**src/rtl/mem_access_ctrl_if.sv**
```systemverilog
// Data-memory bus between the MEM-stage controller (master) and the memory (slave).
// Request fields are registered by the master; ack is a one-cycle pulse with rdata.
interface mem_access_ctrl_if;
   logic        mem_req;
   logic        mem_we;
   logic [31:0] mem_addr;
   logic [31:0] mem_wdata;
   logic        mem_ack;
   logic [31:0] mem_rdata;

   modport master (
      output mem_req,
      output mem_we,
      output mem_addr,
      output mem_wdata,
      input  mem_ack,
      input  mem_rdata
   );

   modport slave (
      input  mem_req,
      input  mem_we,
      input  mem_addr,
      input  mem_wdata,
      output mem_ack,
      output mem_rdata
   );
endinterface

```
**src/rtl/mem_access_ctrl.sv**
```systemverilog
// MEM-stage controller: runs the multi-cycle data-memory handshake, stalls the
// upstream pipeline while an access is outstanding, resolves branches and drives MEM/WB.
module mem_access_ctrl #(
   parameter int unsigned TIMEOUT   = 16,
   parameter logic [31:0] ERR_RDATA = 32'h0000_0000
) (
   input  logic                      clk,
   input  logic                      reset,
   input  logic                      RegWrite_in,
   input  logic                      MemRead_in,
   input  logic                      MemtoReg_in,
   input  logic                      MemWrite_in,
   input  logic                      Branch_in,
   input  logic [31:0]               ALU_OUT_in,
   input  logic                      ZERO_in,
   input  logic [31:0]               PC_Branch_in,
   input  logic [31:0]               REG_DATA2_in,
   input  logic [4:0]                rd_in,
   mem_access_ctrl_if.master         bus,
   output logic                      stall,
   output logic                      PCSrc,
   output logic [31:0]               PC_Branch_out,
   output logic                      RegWrite_out,
   output logic                      MemtoReg_out,
   output logic [31:0]               READ_DATA_out,
   output logic [31:0]               ALU_OUT_out,
   output logic [4:0]                rd_out,
   output logic                      bus_err
);

   typedef enum logic [1:0] {
      S_IDLE = 2'd0,
      S_BUSY = 2'd1,
      S_DONE = 2'd2
   } state_t;

   localparam logic [7:0] TMO_LAST = 8'(TIMEOUT - 1);

   state_t      state_q, state_d;

   logic        req_q, req_d;
   logic        we_q, we_d;
   logic [31:0] addr_q, addr_d;
   logic [31:0] wdata_q, wdata_d;
   logic [7:0]  cnt_q, cnt_d;
   logic [31:0] cap_q, cap_d;
   logic        err_q, err_d;
   logic        bus_err_q, bus_err_d;
   logic        reg_write_q, reg_write_d;
   logic        mem_to_reg_q, mem_to_reg_d;
   logic [31:0] read_data_q, read_data_d;
   logic [31:0] alu_out_q, alu_out_d;
   logic [4:0]  rd_q, rd_d;

   logic acc;
   logic aligned;
   logic timeout_hit;

   assign acc         = MemRead_in | MemWrite_in;
   assign aligned     = (ALU_OUT_in[1:0] == 2'b00);
   // An ack sampled in the final BUSY cycle takes priority over the timeout.
   assign timeout_hit = !bus.mem_ack && (cnt_q == TMO_LAST);

   // State register
   always_ff @(posedge clk) begin
      if (reset) begin
         state_q <= S_IDLE;
      end else begin
         state_q <= state_d;
      end
   end

   // Next-state logic
   always_comb begin
      state_d = state_q;
      case (state_q)
         S_IDLE: begin
            if (acc && aligned) begin
               state_d = S_BUSY;
            end
         end
         S_BUSY: begin
            if (bus.mem_ack || timeout_hit) begin
               state_d = S_DONE;
            end
         end
         S_DONE:  state_d = S_IDLE;
         default: state_d = S_IDLE;
      endcase
   end

   // Output / datapath logic
   always_comb begin
      stall        = 1'b0;
      PCSrc        = Branch_in & ZERO_in & (state_q == S_IDLE);
      req_d        = req_q;
      we_d         = we_q;
      addr_d       = addr_q;
      wdata_d      = wdata_q;
      cnt_d        = cnt_q;
      cap_d        = cap_q;
      err_d        = err_q;
      bus_err_d    = 1'b0;
      reg_write_d  = RegWrite_in;
      mem_to_reg_d = MemtoReg_in;
      alu_out_d    = ALU_OUT_in;
      rd_d         = rd_in;
      read_data_d  = 32'h0000_0000;
      case (state_q)
         S_IDLE: begin
            if (acc) begin
               reg_write_d = 1'b0;
               if (aligned) begin
                  stall   = 1'b1;
                  req_d   = 1'b1;
                  we_d    = MemWrite_in;
                  addr_d  = ALU_OUT_in;
                  wdata_d = REG_DATA2_in;
                  cnt_d   = 8'd0;
                  err_d   = 1'b0;
               end else begin
                  bus_err_d = 1'b1;
               end
            end
         end
         S_BUSY: begin
            stall       = 1'b1;
            reg_write_d = 1'b0;
            if (bus.mem_ack) begin
               cap_d = bus.mem_rdata;
               req_d = 1'b0;
            end else if (timeout_hit) begin
               req_d     = 1'b0;
               bus_err_d = 1'b1;
               cap_d     = ERR_RDATA;
               err_d     = 1'b1;
            end else begin
               cnt_d = cnt_q + 8'd1;
            end
         end
         S_DONE: begin
            // EX/MEM still holds the completed access; this edge retires it.
            read_data_d = cap_q;
            if (err_q) begin
               reg_write_d = 1'b0;
            end
         end
         default: begin
            reg_write_d = 1'b0;
         end
      endcase
   end

   always_ff @(posedge clk) begin
      if (reset) begin
         req_q        <= 1'b0;
         we_q         <= 1'b0;
         addr_q       <= 32'h0000_0000;
         wdata_q      <= 32'h0000_0000;
         cnt_q        <= 8'd0;
         cap_q        <= 32'h0000_0000;
         err_q        <= 1'b0;
         bus_err_q    <= 1'b0;
         reg_write_q  <= 1'b0;
         mem_to_reg_q <= 1'b0;
         read_data_q  <= 32'h0000_0000;
         alu_out_q    <= 32'h0000_0000;
         rd_q         <= 5'd0;
      end else begin
         req_q        <= req_d;
         we_q         <= we_d;
         addr_q       <= addr_d;
         wdata_q      <= wdata_d;
         cnt_q        <= cnt_d;
         cap_q        <= cap_d;
         err_q        <= err_d;
         bus_err_q    <= bus_err_d;
         reg_write_q  <= reg_write_d;
         mem_to_reg_q <= mem_to_reg_d;
         read_data_q  <= read_data_d;
         alu_out_q    <= alu_out_d;
         rd_q         <= rd_d;
      end
   end

   assign bus.mem_req   = req_q;
   assign bus.mem_we    = we_q;
   assign bus.mem_addr  = addr_q;
   assign bus.mem_wdata = wdata_q;

   assign PC_Branch_out = PC_Branch_in;
   assign RegWrite_out  = reg_write_q;
   assign MemtoReg_out  = mem_to_reg_q;
   assign READ_DATA_out = read_data_q;
   assign ALU_OUT_out   = alu_out_q;
   assign rd_out        = rd_q;
   assign bus_err       = bus_err_q;

endmodule

```
**src/flat_wrapper.sv**
```systemverilog
// flat-port wrapper written by rule: the top's interface ports become plain ports
module mem_access_ctrl_flat 
#(
   parameter int unsigned TIMEOUT   = 16,
   parameter logic [31:0] ERR_RDATA = 32'h0000_0000
)
  (clk, reset, RegWrite_in, MemRead_in, MemtoReg_in, MemWrite_in, Branch_in, ALU_OUT_in, ZERO_in, PC_Branch_in, REG_DATA2_in, rd_in, stall, PCSrc, PC_Branch_out, RegWrite_out, MemtoReg_out, READ_DATA_out, ALU_OUT_out, rd_out, bus_err, bus_mem_req, bus_mem_we, bus_mem_addr, bus_mem_wdata, bus_mem_ack, bus_mem_rdata);
  mem_access_ctrl_if bus_i ();
  input  logic clk;
  input  logic reset;
  input  logic RegWrite_in;
  input  logic MemRead_in;
  input  logic MemtoReg_in;
  input  logic MemWrite_in;
  input  logic Branch_in;
  input  logic [31:0] ALU_OUT_in;
  input  logic ZERO_in;
  input  logic [31:0] PC_Branch_in;
  input  logic [31:0] REG_DATA2_in;
  input  logic [4:0] rd_in;
  output logic stall;
  output logic PCSrc;
  output logic [31:0] PC_Branch_out;
  output logic RegWrite_out;
  output logic MemtoReg_out;
  output logic [31:0] READ_DATA_out;
  output logic [31:0] ALU_OUT_out;
  output logic [4:0] rd_out;
  output logic bus_err;
  output wire logic [$bits(bus_i.mem_req)-1:0] bus_mem_req;
  output wire logic [$bits(bus_i.mem_we)-1:0] bus_mem_we;
  output wire logic [$bits(bus_i.mem_addr)-1:0] bus_mem_addr;
  output wire logic [$bits(bus_i.mem_wdata)-1:0] bus_mem_wdata;
  input wire logic [$bits(bus_i.mem_ack)-1:0] bus_mem_ack;
  input wire logic [$bits(bus_i.mem_rdata)-1:0] bus_mem_rdata;
  assign bus_mem_req = bus_i.mem_req;
  assign bus_mem_we = bus_i.mem_we;
  assign bus_mem_addr = bus_i.mem_addr;
  assign bus_mem_wdata = bus_i.mem_wdata;
  assign bus_i.mem_ack = bus_mem_ack;
  assign bus_i.mem_rdata = bus_mem_rdata;
  mem_access_ctrl #(.TIMEOUT(TIMEOUT), .ERR_RDATA(ERR_RDATA)) u_core (.clk(clk), .reset(reset), .RegWrite_in(RegWrite_in), .MemRead_in(MemRead_in), .MemtoReg_in(MemtoReg_in), .MemWrite_in(MemWrite_in), .Branch_in(Branch_in), .ALU_OUT_in(ALU_OUT_in), .ZERO_in(ZERO_in), .PC_Branch_in(PC_Branch_in), .REG_DATA2_in(REG_DATA2_in), .rd_in(rd_in), .bus(bus_i), .stall(stall), .PCSrc(PCSrc), .PC_Branch_out(PC_Branch_out), .RegWrite_out(RegWrite_out), .MemtoReg_out(MemtoReg_out), .READ_DATA_out(READ_DATA_out), .ALU_OUT_out(ALU_OUT_out), .rd_out(rd_out), .bus_err(bus_err));
endmodule
```
**config.mk**
```make
export PLATFORM = sky130hd
export DESIGN_NAME = mem_access_ctrl_flat
export DESIGN_NICKNAME = d
export VERILOG_FILES = /design/src/rtl/mem_access_ctrl_if.sv /design/src/rtl/mem_access_ctrl.sv /design/src/flat_wrapper.sv
export SDC_FILE = /design/constraint.sdc
export NUM_CORES = 1
export LEC_CHECK = 0
export ABC_AREA = 1
export ABC_CLOCK_PERIOD_IN_PS = 4300
export CAP_MARGIN = 5
export CORE_MARGIN = 8
export CORE_UTILIZATION = 50
export CTS_CLUSTER_DIAMETER = 60
export DETAILED_ROUTE_END_ITERATION = 8
export DONT_BUFFER_PORTS = 1
export GPL_TIMING_DRIVEN = 0
export PLACE_DENSITY_LB_ADDON = 0.08
export SLEW_MARGIN = 5
export SYNTH_ARGS = -nofsm -noshare
export SYNTH_HDL_FRONTEND = slang
export SYNTH_SLANG_ARGS = --single-unit
export TNS_END_PERCENT = 100
```
**constraint.sdc**
```tcl
create_clock -name clk -period 4.3 [get_ports clk]
set_input_delay 0.86 -clock clk [delete_from_list [all_inputs] [get_ports clk]]
set_output_delay 0.86 -clock clk [all_outputs]
set_load 0.01 [all_outputs]
```
After elaboration in Yosys (flattened, before gate mapping)
Index checks and enable logic that the tools add are counted.
{ "op_classes": {"add_sub_neg": 1, "n_eq_ne": 11, "muxes": 31, "n_bitwise": 4, "reduce_logical": 15} }
{ "ops": {"columns": ["operator", "n"], "rows": [
  ["2-to-1 mux 32 bit", 2],
  ["2-to-1 mux 8 bit", 4],
  ["2-to-1 mux 1 bit", 16],
  ["case mux 8 bit (2 select lines)", 1],
  ["inequality test 2 x 1 -> 1 bit, second input constant", 5],
  ["case mux 1 bit (2 select lines)", 5],
  ["AND reduction 5 bit", 2],
  ["adder 8 x 1 -> 8 bit, second input constant", 1],
  ["== test 8 x 4 -> 1 bit, second input constant", 1],
  ["logical NOT 2 bit", 2],
  ["2-to-1 mux 2 bit", 2],
  ["inequality test 2 bit, second input constant", 2],
  ["case mux 2 bit (2 select lines)", 1],
  ["AND reduction 2 bit", 2],
  ["AND reduction 4 bit", 1],
  ["nonzero test 2 bit", 2],
  ["inequality test 3 x 2 -> 1 bit, second input constant", 1],
  ["AND reduction 3 bit", 1],
  ["bitwise AND 1 bit", 2],
  ["== test 2 x 1 -> 1 bit, second input constant", 1],
  ["== test 2 bit, second input constant", 1],
  ["logical AND 1 bit", 2],
  ["OR reduction 2 bit", 1],
  ["logical NOT 1 bit", 1],
  ["3 further kinds", 3]
]} }
{ "totals": {"reg_bits": 181, "in_bits": 142, "out_inout_bits": 172} }

Logic depth before layout (Yosys ltp)
Gate-level depths: netlist of the first run.
{ "depth": {"depth_word": 5, "ltp_mapped": 8} }

Worst setup path before layout of the first run
No wires, ideal clock.
{ "synth_timing": {"kind": "input to output", "from": "input port MemWrite_in", "to": "output port stall", "arrival_ns": 1.531, "required_ns": 3.440, "path_slack_ns": 1.909, "cell_stages": 5, "n_path_buf": 1, "path_cell_list": "nor2_1 inv_1 nand4_4 clkbuf_1 nand2_1"} }
{ "synth_via": {"elab_chain_cells": 3} }
{ "synth_lines": {"columns": ["item", "line_no", "text"], "rows": [
  ["from (decl)", "flat_wrapper.sv:14", "input logic MemWrite_in;"],
  ["bitwise OR 1 bit", "mem_access_ctrl.sv:59", "assign acc = MemRead_in | MemWrite_in;"],
  ["2-to-1 mux 1 bit", "mem_access_ctrl.sv:111", "if (acc) begin"],
  ["case mux 1 bit (2 select lines)", "mem_access_ctrl.sv:109", "case (state_q)"],
  ["to (decl)", "flat_wrapper.sv:21", "output logic stall;"]
]} }
No other way between the ends.

Worst setup path after layout of the first run
Same ends and word-level chain as after synthesis.

==> results by group, run 1 <==
Critical path
  – Crit Path Class: in2out
  – CP peak stage delay: 390 ps
  – Ordered list of cells on the worst path: nor2_1 > inv_1 > nand4_4 > clkbuf_1 > nand2_1
  – CP max stage cell: clkbuf_1
  – R2R Setup Slk: 2690 ps
  – Critical path startpoint category: input pin
  – Critical path startpoint: MemWrite_in
  – Arr. time, crit path: 1850 ps
  – Required time of the critical path: 3440 ps
  – Worst Path Max Fanout: 10
  – CP Capture Type: output pin
  – R2r startpoint: u_core.cnt_q[0]

Worst hold path
  – Hold crit path type: reg2reg
  – Hold Startpoint: u_core.cap_q[30]

Routing
  – DR vias: 4694
  – Routed vias/inst: 5.10
  – Residual DRC: 0
  – Final wirelength: 16700 um
  – Pre-antenna DRT Iters: 5
  – DR iter-0 viols: 307
  – DR WL/cell: 18.2 um
  – Post-DRT Antenna Nets: 0

CTS
  – Setup Buffers After CTS: 0
  – CTS tree: done
  – Clock Tree Root: clkbuf_16
  – Post-CTS sizing: 0
  – Clock Tree Buf Depth: 2
  – H-tree level count: 4
  – Clk sinks: 181
  – CTS buffer count: 17
  – # hold bufs at CTS: 0
  – Clk slew on worst S/H paths: 60 ps
  – Clock latency on the worst-skew pair: 420 ps

Power
  – Internal Pwr Total: 2910 uW
  – Gate power share: 4.9%
  – Sw power: 824 uW
  – Total power draw: 3730 uW
  – Leak pwr: 0.00284 uW
  – Clk network pwr share: 46.7%
  – Peak supply drop: 0.000333 V
  – Switching portion of total power: 22.1%
  – Power share of the sequential group: 48.4%
  – P per Cell Area: 533 mW/mm^2

Global routing
  – First-pass GRT wire length: 25600 um
  – Overflow after GRT: 0
  – Vias in the first global route: 4726
  – Pin count of the biggest net entering global routing: 17
  – Antenna violations before repair: 0
  – GRT Total Usage: 20.3%

Final layout
  – Area delta synth->final: 13.9%
  – # diodes: 0
  – Layout Cells excl Fill: 920
  – Layout Nets: 904
  – Share of layout cells above drive strength 1: 11.3%
  – Design Area, Final: 0.00700 mm^2

STA
  – Minimum clock period: 2710 ps
  – Post-route setup TNS: 0 ps
  – Crit share post-route: 63.0%
  – Slew headroom: 60.5%
  – Final hold violation count: 0
  – Fin Hold WS: 426 ps
  – Final setup fails: 0
  – Unrepaired setup endpoints after global routing: no
  – Fin. max-slew vios: 0
  – Actual transition at the worst max-transition pin: 593 ps
  – Worst Skew: 4.10 ps
  – Max Fclk: 0.369 GHz

Synth
  – Synthesized flop and latch total: 181
  – Xor/xnor share of the synthesized area: 0%
  – Synth Area in Compound Gates: 12.1%
  – Share of the synthesized area in the top cell type: 59.0%
  – Synth top area cells: dfxtp_1 59%, nand2_1 9.6%, a21oi_1 8.6%
  – Post-Syn Area per Cell: 8.28 um^2
  – Main combinational cell family by area after synthesis: simple AND/OR/NAND/NOR gates
  – Synth Instances: 742
  – Adder-cell share of the synthesized area: 0.204%
  – Synthesized Nets: 885
  – Syn. warnings: 0
  – Synth area leader: dfxtp_1
  – Synth Area in Simple Gates: 16.4%
  – Synth cell types: 22
  – Seq/Total Area, Yosys: 59.0%
  – Post-synthesis mux area share: 0%
  – Netlist Area Pre-Place: 0.00615 mm^2

Floorplanning
  – Starting Density: 51.2%
  – Chip Width: 127 um
  – Total I/O pin count: 314
  – Die area: 0.0161 mm^2
  – Num rows: 40
  – Die height: 127 um
  – CORE AREA: 0.0120 mm^2

Run status
  – Status: complete, no violations

Placement
  – DP Area: 0.00633 mm^2
  – Placed insts: 889
  – Detailed Place HPWL: 13000 um
  – Port bufs: 0
  – GPL Wtd Cong: 0.816

Run
  – Max cap viols: 0
-- logic make-up after synthesis --
family,after synthesis
DFF,181
buffers and inverters,159
adders and majority gates,1
AOI/OAI and AO/OA,145
and+or+nand+nor,256
-- synth_stat cells (all sizes together) --
cell type	number
dfxtp	181
nand2	158
a21oi	106
inv	88
nor2	86
buf	48
o21ai	37
clkbuf	23
nand3	8
nand4	3
ha	1
nand3b	1
o211ai	1
o22ai	1
-- layer usage --
metal  track usage, %  up-vias  share of wire (%)
li1                 -     2298                  -
met1             21.7     2143                 38
met2             33.4      224                 49
met3             9.55       29                 11
met4             9.45        0                2.7
met5                0        -                  0
-- cells in the final DEF, fill, tap and decap left out --
cell type | netlist | routed
dfxtp_1 | 181 | 181
nand2_1 | 157 | 157
a21oi_1 | 106 | 106
nor2_1 | 85 | 85
inv_1 | 85 | 85
o21ai_0 | 35 | 35
buf_4 | 33 | 33
clkbuf_1 | 23 | 23
clkbuf_16 | 0 | 17
buf_2 | 12 | 12
nand3_1 | 8 | 8
bufinv_16 | 0 | 6
clkinvlp_4 | 0 | 4
inv_2 | 3 | 3
buf_6 | 3 | 3
nand4_1 | 2 | 2
clkinv_2 | 0 | 2
nor2_4 | 1 | 1
nand4_4 | 1 | 1
o21ai_4 | 1 | 1
o21ai_2 | 1 | 1
nand2_2 | 1 | 1
nand3b_1 | 1 | 1
o22ai_1 | 1 | 1
o211ai_1 | 1 | 1
ha_1 | 1 | 1
clkbuf_8 | 0 | 1
inv_6 | 0 | 1
-- final timing paths --
check / to / cells past startpoint
worst min register to register: u_core.READ_DATA_out[30] / 2
worst max-delay path: stall / 5
worst min-delay path: u_core.READ_DATA_out[30] / 2
worst max register to register: u_core.cap_q[23] / 7
-- critical path, delay by kind of cell --
family	cells	cell delay, ps
and+or+nand+nor	3	480
buffers and inverters	2	510
-- sequential cells by signal (all words and copies together), names as in the netlist, 2 cells and up --
signal,cells
u_core.bus.mem_wdata,32
u_core.cap_q,32
u_core.READ_DATA_out,32
u_core.rd_out,5
u_core.state_q,2
u_core.ALU_OUT_out,32
u_core.bus.mem_addr,32
u_core.cnt_q,8
-- area by class of cell --
class / instances / area [um^2]
fillers: 1114 / 5010
well taps: 147 / 184
clock inverters: 13 / 229
plain buffers: 71 / 428
inverters: 88 / 330
clock buffers: 18 / 439
multi-input cells: 402 / 1760
flip-flops and latches: 181 / 3620
-- power by group through the flow --
stage	registers, uW	clock network (uW)	logic [uW]
3_5_place_dp	1850	0	185
3_3_place_gp	1850	0	181
6_report	1810	1740	184
5_1_grt	1810	1830	208
2_1_floorplan	1820	0	146
4_1_cts	1810	1770	186
-- per-stage QoR --
step | util, % | worst slack (ps)
2_1_floorplan | - | 1910
3_3_place_gp | 52.7 | 1570
3_5_place_dp | 52.7 | 1560
4_1_cts | 58.3 | 1560
5_1_grt | 58.3 | 1440
6_report | 58.3 | 1590
Note: power is estimated with default switching activity, not from simulation.
==> run 2: changes to the inputs <==
--- a/config.mk
+++ b/config.mk
@@ -6,7 +6,7 @@
 export NUM_CORES = 1
 export LEC_CHECK = 0
 export ABC_AREA = 1
-export ABC_CLOCK_PERIOD_IN_PS = 4300
+export ABC_CLOCK_PERIOD_IN_PS = 2300
 export CAP_MARGIN = 5
 export CORE_MARGIN = 8
 export CORE_UTILIZATION = 50
==> constraint.sdc (replaced) <==
create_clock -name clk -period 2.3 [get_ports clk]
set_input_delay 0.46 -clock clk [delete_from_list [all_inputs] [get_ports clk]]
set_output_delay 0.46 -clock clk [all_outputs]
set_load 0.01 [all_outputs]
==> run 2 against run 1 <==
Non-clock buffer count is 1 lower; utilization hardly changed; clock power grew 87%; combinational power increased by 86%; wire length decreased by 0.24%; global-route usage stayed put; sequential share of layout area about the same; first-iteration DRC count grew 9.8%; power rose by 87%; sequential cell count did not move; clock-buffer cell count stayed put.
==> results by group, run 2 (same netlist as run 1, synthesis figures left out) <==
Power
  – Gate power share: 4.9%
  – P per Cell Area: 997 mW/mm^2
  – Sw power: 1540 uW
  – Switching portion of total power: 22.1%
  – Leak pwr: 0.00284 uW
  – Clk network pwr share: 46.6%
  – Power share of the sequential group: 48.4%
  – Internal Pwr Total: 5430 uW
  – Peak supply drop: 0.000622 V

Floorplanning
  – Die area: 0.0161 mm^2
  – Starting Density: 51.2%
  – Chip Width: 127 um
  – Total I/O pin count: 314
  – Die height: 127 um
  – Num rows: 40
  – CORE AREA: 0.0120 mm^2

CTS
  – Clk sinks: 181
  – CTS buffer count: 17
  – Clk slew on worst S/H paths: 60 ps
  – Clock latency on the worst-skew pair: 420 ps
  – H-tree level count: 4
  – Clock Tree Root: clkbuf_16
  – Clock Tree Buf Depth: 2
  – CTS tree: done
  – # hold bufs at CTS: 0

STA
  – Worst Skew: 5.60 ps
  – Fin Hold WS: 143 ps
  – Final setup fails: 0
  – Actual transition at the worst max-transition pin: 590 ps
  – Slew headroom: 60.7%
  – Crit share post-route: 83.9%
  – Final hold violation count: 0
  – Fin. max-slew vios: 0
  – Max Fclk: 0.518 GHz
  – Unrepaired setup endpoints after global routing: no
  – Minimum clock period: 1930 ps
  – Post-route setup TNS: 0 ps

Run
  – Max cap viols: 0

Placement
  – DP Area: 0.00633 mm^2
  – Detailed Place HPWL: 13000 um
  – Port bufs: 0
  – Placed insts: 889
  – GPL Wtd Cong: 0.816

Critical path
  – Crit-path leading delay family: simple AND/OR/NAND/NOR gates
  – Ordered list of cells on the worst path: nor2_4 > nand4_4 > nand2_1
  – Worst Path Max Fanout: 16
  – Critical path startpoint category: register
  – CP peak stage delay: 360 ps
  – Crit Path Class: reg2out
  – Required time of the critical path: 1840 ps
  – Arr. time, crit path: 1470 ps
  – CP max stage cell: dfxtp_1
  – CP Capture Type: output pin
  – CP bufs+invs: 0

Final layout
  – Layout Cells excl Fill: 919
  – Share of layout cells above drive strength 1: 11.3%
  – Leading cell type in the layout, fill and taps excluded: dfxtp_1
  – Area delta synth->final: 13.8%
  – Fillers: 1113
  – Most frequent cells in the layout: 181 x dfxtp_1, 157 x nand2_1, 106 x a21oi_1, 85 x nor2_1, 85 x inv_1
  – Design Area, Final: 0.00699 mm^2
  – Layout Nets: 903
  – # diodes: 0

Routing
  – DRT met1 WL: 6300 um
  – Routed vias/inst: 5.09
  – DR WL/cell: 18.1 um
  – Wire length on met2: 8110 um
  – Top Layer Used: met4
  – Met3 wire len: 1810 um
  – Pre-antenna DRT Iters: 5
  – Post-DRT Antenna Nets: 0
  – Final wirelength: 16700 um
  – DR iter-0 viols: 337
  – DR vias: 4676
  – Residual DRC: 0

Global routing
  – Overflow after GRT: 0
  – Pin count of the biggest net entering global routing: 17
  – First-pass GRT wire length: 25600 um
  – GRT Total Usage: 20.3%
  – Antenna violations before repair: 0
  – Vias in the first global route: 4726

Run status
  – Status: complete, no violations

Worst hold path
  – Hold crit path type: in2reg
[run 2: stage by stage]
step                      setup WS [ps]  total power (uW)  utilization [%]
after floorplan                     709              3680                -
after global placement              373              3790             52.7
after detailed placement            359              3800             52.7
after CTS                          98.4              7030             58.3
after global routing                222              7200             58.2
final                               370              6970             58.2
[run 2: cell type report]
cell class                      count  area [um^2]  area share (%)
Buffer                             70          424            6.06
Clock buffer                       18          439            6.28
Sequential cell                   181         3620            51.8
Clock inverter                     13          229            3.27
Tap cell                          147          184            2.63
Inverter                           88          330            4.72
Multi-Input combinational cell    402         1760            25.2
[run 2: routing by layer]
| layer | GRT usage [%] | up-vias |
|---|---|---|
| met5 | 0 | - |
| met4 | 9.45 | 0 |
| met3 | 9.55 | 29 |
| met2 | 33.4 | 227 |
| met1 | 21.7 | 2127 |
| li1 | - | 2293 |
[run 2: worst paths after layout]
check / endpoint / cells after the start / start / slack (ps)
hold / removal: u_core.rd_out[0] / 2 / rd_in[0] / 140
setup / recovery: stall / 3 / u_core.state_q[1] / 370
setup reg to reg: u_core.cap_q[23] / 7 / u_core.cnt_q[0] / 680
hold reg to reg: u_core.READ_DATA_out[30] / 2 / u_core.cap_q[30] / 430
[run 2: power by group through the flow]
| stage | clock [uW] | combinational [uW] | sequential, uW |
|---|---|---|---|
| floorplan | 0 | 274 | 3410 |
| global placement | 0 | 338 | 3450 |
| detailed placement | 0 | 346 | 3450 |
| CTS | 3300 | 348 | 3380 |
| global route | 3430 | 389 | 3390 |
| finish | 3250 | 342 | 3380 |
[run 2: timing repair]
item                       in CTS  in global routing
setup endpoints to repair       0                  1
buffers inserted                0                  0
gates resized for setup         0                  0
